[src/rtl/vec_pkg.sv]
// Shared types and constants for the vector chunk server.
// Latency: n/a (package only).
// Backpressure: n/a.
package vec_pkg;

  // Default element width and its signed element type.
  localparam int unsigned ELEM_BITS = 8;
  typedef logic signed [ELEM_BITS-1:0] elem_t;

  // Bit positions inside err_flags.
  localparam int unsigned ERR_OVF = 0;
  localparam int unsigned ERR_UNF = 1;

  // Integer ceiling division, used to size the chunk index.
  function automatic int unsigned ceil_div(input int unsigned a, input int unsigned b);
    return (a + b - 1) / b;
  endfunction

endpackage

[src/rtl/vec_slot_buf.sv]
// Two-slot vector store with a whole-vector write port and a chunk-select read port.
// Latency: write lands on the next edge; read path is combinational.
// Backpressure: none here; the owner decides when writes are legal.
module vec_slot_buf
  import vec_pkg::*;
#(
  parameter int unsigned InVecLength = 11,
  parameter int unsigned ChunkElems  = 11,
  parameter int unsigned NBits       = 8,
  parameter int unsigned CiW         = 1
) (
  input  logic                                clk_in,
  input  logic                                wr_en_i,
  input  logic                                wr_sel_i,
  input  logic [InVecLength-1:0][NBits-1:0]   wr_data_i,
  input  logic                                rd_sel_i,
  input  logic [CiW-1:0]                      rd_ci_i,
  output logic [ChunkElems-1:0][NBits-1:0]    rd_chunk_o
);

  localparam int unsigned NChunks   = ceil_div(InVecLength, ChunkElems);
  localparam int unsigned VecBits   = InVecLength * NBits;
  localparam int unsigned ChunkBits = ChunkElems * NBits;
  localparam int unsigned PadBits   = NChunks * ChunkBits;

  logic [InVecLength-1:0][NBits-1:0] slot_q [2];
  logic [PadBits-1:0]                padded;

  // Capture a full vector into the addressed slot; contents survive reset on purpose.
  always_ff @(posedge clk_in) begin
    if (wr_en_i) begin
      slot_q[wr_sel_i] <= wr_data_i;
    end
  end

  // Zero-extend the selected slot to a whole number of chunks, then mux out chunk ci.
  always_comb begin
    padded              = '0;
    padded[VecBits-1:0] = slot_q[rd_sel_i];
    rd_chunk_o          = '0;
    for (int c = 0; c < int'(NChunks); c++) begin
      if (rd_ci_i == CiW'(c)) begin
        rd_chunk_o = padded[c*ChunkBits +: ChunkBits];
      end
    end
  end

endmodule

[src/rtl/vec_chunk_server.sv]
// Ping-pong vector buffer that serves each stored vector as a sequence of fixed-size chunks.
// Latency: a served request produces chunk_valid exactly one cycle later.
// Backpressure: in_ready drops when both slots are full; writes then are dropped and flagged.
module vec_chunk_server
  import vec_pkg::*;
#(
  parameter int unsigned InVecLength = 11,
  parameter int unsigned ChunkElems  = 11,
  parameter int unsigned NBits       = 8
) (
  input  logic                               clk_in,
  input  logic                               rst_in,
  input  logic                               in_data_ready,
  input  logic [InVecLength-1:0][NBits-1:0]  in_data,
  output logic                               in_ready,
  input  logic                               req_chunk_in,
  output logic [ChunkElems-1:0][NBits-1:0]   chunk_data,
  output logic                               chunk_valid,
  output logic                               chunk_last,
  output logic                               vec_avail,
  output logic [1:0]                         err_flags
);

  localparam int unsigned    NChunks = ceil_div(InVecLength, ChunkElems);
  localparam int unsigned    CiW     = (NChunks > 1) ? $clog2(NChunks) : 1;
  localparam logic [CiW-1:0] CiLast  = CiW'(NChunks - 1);

  logic [1:0]                       count_q, count_d;
  logic                             wp_q, wp_d;
  logic                             rp_q, rp_d;
  logic [CiW-1:0]                   ci_q, ci_d;
  logic [ChunkElems-1:0][NBits-1:0] chunk_data_q, chunk_data_d;
  logic                             chunk_valid_q, chunk_valid_d;
  logic                             chunk_last_q, chunk_last_d;
  logic [1:0]                       err_q, err_d;
  logic [ChunkElems-1:0][NBits-1:0] buf_chunk;
  logic                             wr_acc, rd_srv, rd_last;

  // Ready/available come from the registered count only, never from same-cycle reads.
  assign in_ready  = (count_q < 2'd2);
  assign vec_avail = (count_q != 2'd0);
  assign wr_acc    = in_data_ready && in_ready;
  assign rd_srv    = req_chunk_in && vec_avail;
  assign rd_last   = rd_srv && (ci_q == CiLast);

  vec_slot_buf #(
    .InVecLength (InVecLength),
    .ChunkElems  (ChunkElems),
    .NBits       (NBits),
    .CiW         (CiW)
  ) u_slot_buf (
    .clk_in      (clk_in),
    .wr_en_i     (wr_acc),
    .wr_sel_i    (wp_q),
    .wr_data_i   (in_data),
    .rd_sel_i    (rp_q),
    .rd_ci_i     (ci_q),
    .rd_chunk_o  (buf_chunk)
  );

  // Next-state: pointer/count/chunk-index bookkeeping, output chunk capture, sticky errors.
  always_comb begin
    count_d       = count_q;
    wp_d          = wp_q;
    rp_d          = rp_q;
    ci_d          = ci_q;
    chunk_data_d  = chunk_data_q;
    chunk_valid_d = rd_srv;
    chunk_last_d  = rd_last;
    err_d         = err_q;

    if (wr_acc) begin
      wp_d = ~wp_q;
    end

    if (rd_srv) begin
      chunk_data_d = buf_chunk;
      if (rd_last) begin
        ci_d = '0;
        rp_d = ~rp_q;
      end else begin
        ci_d = ci_q + 1'b1;
      end
    end

    // A write and a vector retirement in the same edge cancel out.
    case ({wr_acc, rd_last})
      2'b10:   count_d = count_q + 2'd1;
      2'b01:   count_d = count_q - 2'd1;
      default: count_d = count_q;
    endcase

    if (in_data_ready && !in_ready) begin
      err_d[ERR_OVF] = 1'b1;
    end
    if (req_chunk_in && !vec_avail) begin
      err_d[ERR_UNF] = 1'b1;
    end
  end

  // State register with synchronous reset; any partially served vector is discarded.
  always_ff @(posedge clk_in) begin
    if (rst_in) begin
      count_q       <= 2'd0;
      wp_q          <= 1'b0;
      rp_q          <= 1'b0;
      ci_q          <= '0;
      chunk_data_q  <= '0;
      chunk_valid_q <= 1'b0;
      chunk_last_q  <= 1'b0;
      err_q         <= 2'b00;
    end else begin
      count_q       <= count_d;
      wp_q          <= wp_d;
      rp_q          <= rp_d;
      ci_q          <= ci_d;
      chunk_data_q  <= chunk_data_d;
      chunk_valid_q <= chunk_valid_d;
      chunk_last_q  <= chunk_last_d;
      err_q         <= err_d;
    end
  end

  assign chunk_data  = chunk_data_q;
  assign chunk_valid = chunk_valid_q;
  assign chunk_last  = chunk_last_q;
  assign err_flags   = err_q;

endmodule

[config.mk]
export PLATFORM = sky130hd
export DESIGN_NAME = vec_chunk_server
export DESIGN_NICKNAME = d
export VERILOG_FILES = /design/src/rtl/vec_pkg.sv /design/src/rtl/vec_slot_buf.sv /design/src/rtl/vec_chunk_server.sv
export SDC_FILE = /design/constraint.sdc
export NUM_CORES = 1
export LEC_CHECK = 0
export CAP_MARGIN = 25
export CORE_MARGIN = 3
export CORE_UTILIZATION = 50
export DETAILED_ROUTE_END_ITERATION = 7
export PLACE_DENSITY = 0.78
export SYNTH_ARGS = -nofsm -noshare
export SYNTH_HDL_FRONTEND = slang
export SYNTH_SLANG_ARGS = --single-unit
export TNS_END_PERCENT = 1
[constraint.sdc]
create_clock -name clk_in -period 14.2 [get_ports clk_in]
set_clock_uncertainty 0.1 [all_clocks]
set_input_delay 3.55 -clock clk_in [delete_from_list [all_inputs] [get_ports clk_in]]
set_output_delay 3.55 -clock clk_in [all_outputs]
set_load 0.01 [all_outputs]
==> out/summary.txt, run 1 <==
Place WS: 7.816 ns
Synth Flop Type: edfxtp_1
Pleak: 4.058 nW
Resized Gates After CTS: 0
Inst Count DP: 899
crit-path max cell delay: 0.58 ns
slowest CP cell: clkdlybuf4s50_1
Pre-antenna DRT Iters: 4
worst-path fanout max: 7
first-pass GRT wire length: 28550 um
core region area: 18090 um2
FMAX: 186.0 MHz
CTS Buffer Depth: 3
Critical Path End Type: output port
worst-margin pin slew: 0.8734 ns
#FFs+latches synth: 274
leading area contributor after synthesis: edfxtp_1
DR iter-0 viols: 295
Clk Latency, worst-skew pair: 0.51 ns
Layout Nets: 795
Final Hold Vio Count: 0
final setup vio count: 0
crit-path leading delay family: buffers and inverters
initial antenna violation count: 0
vias in the first global route: 5198
Critical Path RT: 10.55 ns
Residual DRC: 0
CTS clock-pin slew for the worst setup and hold paths: 0.06 ns
drt total wl: 18780 um
Hold Crit Class: register to register
remaining antenna violation count: 0
dpl cell area: 11350 um2
Post-Syn Area: 9270 um2
FP Rows: 49
Critical Path AT: 1.73 ns
Sink Count: 274
final instance area: 12240 um2
Max-slew headroom: 41.77%
Hold WS: 0.3600 ns
CTS Root Cell: clkbuf_16
top cell type's share of synthesized area: 57.01%
Ports: 186
Yosys cell types: 22
top cells by count, synth: edfxtp_1, dfxtp_1, mux2i_1
die height: 142.2 um
DR vias: 5099
top post-synthesis cells by area: edfxtp_1, dfxtp_1, mux2i_1, o2bb2ai_1, o2bb2ai_2
vias per cell: 5.362
sequential cell area fraction in the yosys report: 78.18%
setup slack after layout: 8.824 ns
Crit Path Category: register to output port
Hold Buf Count CTS: 0
Post-Synthesis Net Count: 603
drt wl/cell: 19.74 um
Initial Utilization: 51.26%
RSZ-0062 raised after global routing: no
grt ovf: 0
Cell Pwr Density: 182.9 nW/um2
Tcrit/Tclk final: 37.86%
worst path buffer plus inverter count: 2
CTS tree: done
startpoint class of the critical path: register
HPWL Detailed: 11440 um
DIE AREA: 20210 um2
YS warnings: 0
syn avg cell area: 18.18 um2
Non-Filler Instances: 951
Tot GR Track Use: 17.72%
die width: 142.2 um
Setup Fix Bufs, Post-CTS: 0
Post-synth ARST share: 0%
Tmin final: 5.376 ns
Post-synth EDFFs: 176
peak supply drop: 0.1124 mV
setup_tns: 0 ns
Slew Viols, Final: 0
Post-Synthesis Cells: 510
status: completed
number of port buffers: 185
largest net degree at the start of global routing: 78
H-tree Lvls: 1
share of layout cells above drive strength 1: 8.864%
MaxCap Viol Count: 0
GP Congestion: 0.7854
critical path, cell by cell: nor2_1 -> inv_2 -> clkdlybuf4s50_1
CTS Buf Count: 27
area growth from synthesis to final layout: 32.04%
most numerous cell in the Yosys netlist: edfxtp_1
antenna fix cells: 0
## cell families after synthesis
logic type / synth area share [%]
AO/OA/AOI/OAI: 9.488
XOR/XNOR: 0.2835
adder cells (fa/ha/maj): 0.1349
buffers and inverters: 1.687
flip-flops: 78.18
multiplexers: 9.502
AND/OR/NAND/NOR: 0.7290
## final cells by class
cell class | instances | area [um2]
clock inverter | 12 | 87.58
fill | 1179 | 5846
inverter | 3 | 11.26
clock buffer | 37 | 743.2
timing repair buffer | 193 | 1969
multi-input combinational | 203 | 1892
sequential | 274 | 7251
tap | 229 | 286.5
## through the flow
step	utilization (%)	total power, mW
detailed placement	62.75	1.590
floorplan	-	1.362
CTS	67.35	2.254
finish	67.68	2.239
global placement	62.60	1.568
global route	67.68	2.338
## state kept, by name (all words and copies together), names as in the netlist, named ones only
register / count
ci_q: 1
u_slot_buf.slot_q: 176
wp_q: 1
chunk_data: 88
chunk_valid: 1
chunk_last: 1
count_q: 2
err_flags: 2
rp_q: 1
## placed cells by master (no fill, tap or decap), types with 2 or more instances in the layout
master           Yosys  layout
clkinv_2             0       7
clkinvlp_4           0       2
buf_4                0       4
o21ai_0              2       2
clkbuf_16            0      27
xor2_1               2       2
o2bb2ai_1           79      79
edfxtp_1           176     176
dfxtp_1             98      97
a21oi_1              5       5
o2bb2ai_2            9       9
clkdlybuf4s50_1      0     185
clkbuf_8             0       3
nor2_1               8       7
inv_1                2       2
clkbuf_1            19       7
buf_12               0       3
clkinv_1             0       2
mux2i_1             88      88
or3_1                3       2
## power breakdown
part           switching [mW]  internal [mW]
clock network           0.276          0.383
registers              0.0877           1.02
logic                   0.233          0.237
total                   0.597           1.64
## routing by layer
layer	up-vias	GRT usage [%]	routed length, um
met5	-	0	0
met4	0	3.687	257
met3	29	4.738	1543
met2	191	28.15	8657
met1	2491	25.00	8319
li1	2388	-	-
## path summary, 6_finish.rpt
check	end	start	cells past startpoint	slack (ns)
max	vec_avail	count_q[1]	3	8.82
max reg2reg	chunk_data[7]	register	3	11.94
min	chunk_data[11]	chunk_data[11]	1	0.36
min reg2reg	chunk_data[11]	chunk_data[11]	1	0.36
(Power assumes the default switching activity.)
==> run 2: changes to the inputs <==
- CORE_UTILIZATION: 50 -> 46
- PLACE_DENSITY: 0.78 -> 0.75
- clock period: 14.2 -> 4.9 ns (I/O delays scaled with it)
==> out/summary.txt, run 2 (synthesis gave the netlist of run 1 again) <==
share of layout cells above drive strength 1: 8.990%
CTS tree: done
FMAX: 333.7 MHz
Residual DRC: 0
crit-path leading delay family: buffers and inverters
CTS Buffer Depth: 3
startpoint class of the critical path: register
Finished Core Util: 62.86%
vias in the first global route: 5309
slowest CP cell: clkdlybuf4s50_1
Setup Fix Bufs, Post-CTS: 0
Crit Path Category: register to output port
drt wl/cell: 18.74 um
largest net degree at the start of global routing: 89
CTS Buf Count: 28
CTS Root Cell: clkbuf_16
initial antenna violation count: 0
Initial Utilization: 47.17%
hold path depth: 1
worst-path fanout max: 7
MaxCap Viol Count: 0
DR vias: 5103
die width: 148.0 um
RSZ-0062 raised after global routing: no
number of port buffers: 185
Cell Pwr Density: 531.6 nW/um2
peak supply drop: 0.3755 mV
Tot GR Track Use: 16.50%
Critical Path RT: 3.58 ns
vias per cell: 5.165
Max-slew headroom: 38.86%
setup_tns: 0 ns
Place WS: 1.474 ns
Tmin final: 2.997 ns
grt ovf: 0
DR iter-0 viols: 216
antenna fix cells: 0
worst hold path endpoint: chunk_data[15]
multi-input gate area in the final layout: 1892 um2
CTS clock-pin slew for the worst setup and hold paths: 0.06 ns
Critical Path End Type: output port
Worst R2R Path Depth: 5
Clk Latency, worst-skew pair: 0.52 ns
Pre-antenna DRT Iters: 4
first-pass GRT wire length: 29150 um
setup slack after layout: 1.903 ns
Hold WS: 0.3603 ns
Pleak: 4.096 nW
Largest Register: u_slot_buf.slot_q
worst path buffer plus inverter count: 2
Layout Nets: 794
Tcrit/Tclk final: 61.15%
Hold Path Origin: chunk_data[15]
final instance area: 12350 um2
R2R Path End: ci_q
most frequent cells in the layout: clkdlybuf4s50_1, edfxtp_1, dfxtp_1
Ports: 186
flop2flop setup slack: 2.73 ns
Critical Path AT: 1.67 ns
Final Hold Vio Count: 0
core region area: 19650 um2
Non-Filler Instances: 988
Resized Gates After CTS: 0
drt total wl: 18520 um
area growth from synthesis to final layout: 33.27%
Inst Count DP: 936
dpl cell area: 11460 um2
crit-path max cell delay: 0.53 ns
worst-margin pin slew: 0.9150 ns
storage element area: 7251 um2
H-tree Lvls: 1
Final Power: 6.568 mW
commonest non-fill, non-tap cell in the layout: clkdlybuf4s50_1
max reg flops: 176
FP Rows: 51
Hold Crit Class: register to register
fill count: 1443
die height: 148.0 um
HPWL Detailed: 11150 um
remaining antenna violation count: 0
critical path, cell by cell: nor2_1 -> inv_2 -> clkdlybuf4s50_1
r2r startpoint: count_q[1]
Slew Viols, Final: 0
Sink Count: 274
GP Congestion: 0.7522
status: completed
final setup vio count: 0
Hold Buf Count CTS: 0
DIE AREA: 21890 um2
-- run 2: changes by cell type in the layout (fill, tap and decap cells not counted), sizes merged --
cell / before / now
clkinv: 9 / 10
bufinv: 1 / 0
clkbuf: 37 / 41
buf: 8 / 6
clkinvlp: 2 / 0
inv: 3 / 4
-- run 2: how the worst max path moves through the flow --
stage                        startpoint                 endpoint  cells after the start
after floorplan           in_data_ready  u_slot_buf.slot_q[0][0]                      2
after global placement           rst_in           chunk_data[23]                      4
after detailed placement         rst_in           chunk_data[38]                      4
after CTS                    count_q[0]                vec_avail                      3
after global routing         count_q[1]                vec_avail                      3
final                        count_q[1]                vec_avail                      3
-- run 2: cell type report --
| cell class | instances | area share [%] |
|---|---|---|
| Tap cell | 265 | 2.684 |
| Clock inverter | 11 | 0.4254 |
| Timing Repair Buffer | 191 | 15.98 |
| Multi-Input combinational cell | 203 | 15.31 |
| Sequential cell | 274 | 58.69 |
| Clock buffer | 41 | 6.816 |
| Inverter | 3 | 0.09115 |
-- run 2: power by group --
| group | total [mW] | internal, mW | switching, mW |
|---|---|---|---|
| clock network | 2.00 | 1.19 | 0.817 |
| logic | 1.38 | 0.689 | 0.688 |
| registers | 3.19 | 2.96 | 0.228 |
| total | 6.57 | 4.83 | 1.73 |
-- run 2: worst register-to-register path: stages (launching register included) --
cell	delay, ns
dfxtp_1	0.36
nor2_1	0.23
inv_2	0.09
a21oi_4	0.73
buf_12	0.42
and2_1	0.20
-- run 2: metal layers --
layer	wire [um]	GRT usage, %	vias to the layer above
met5	0	0	-
met4	225	3.279	0
met3	1276	4.169	20
met2	8821	27.08	171
met1	8196	22.64	2526
li1	-	-	2386
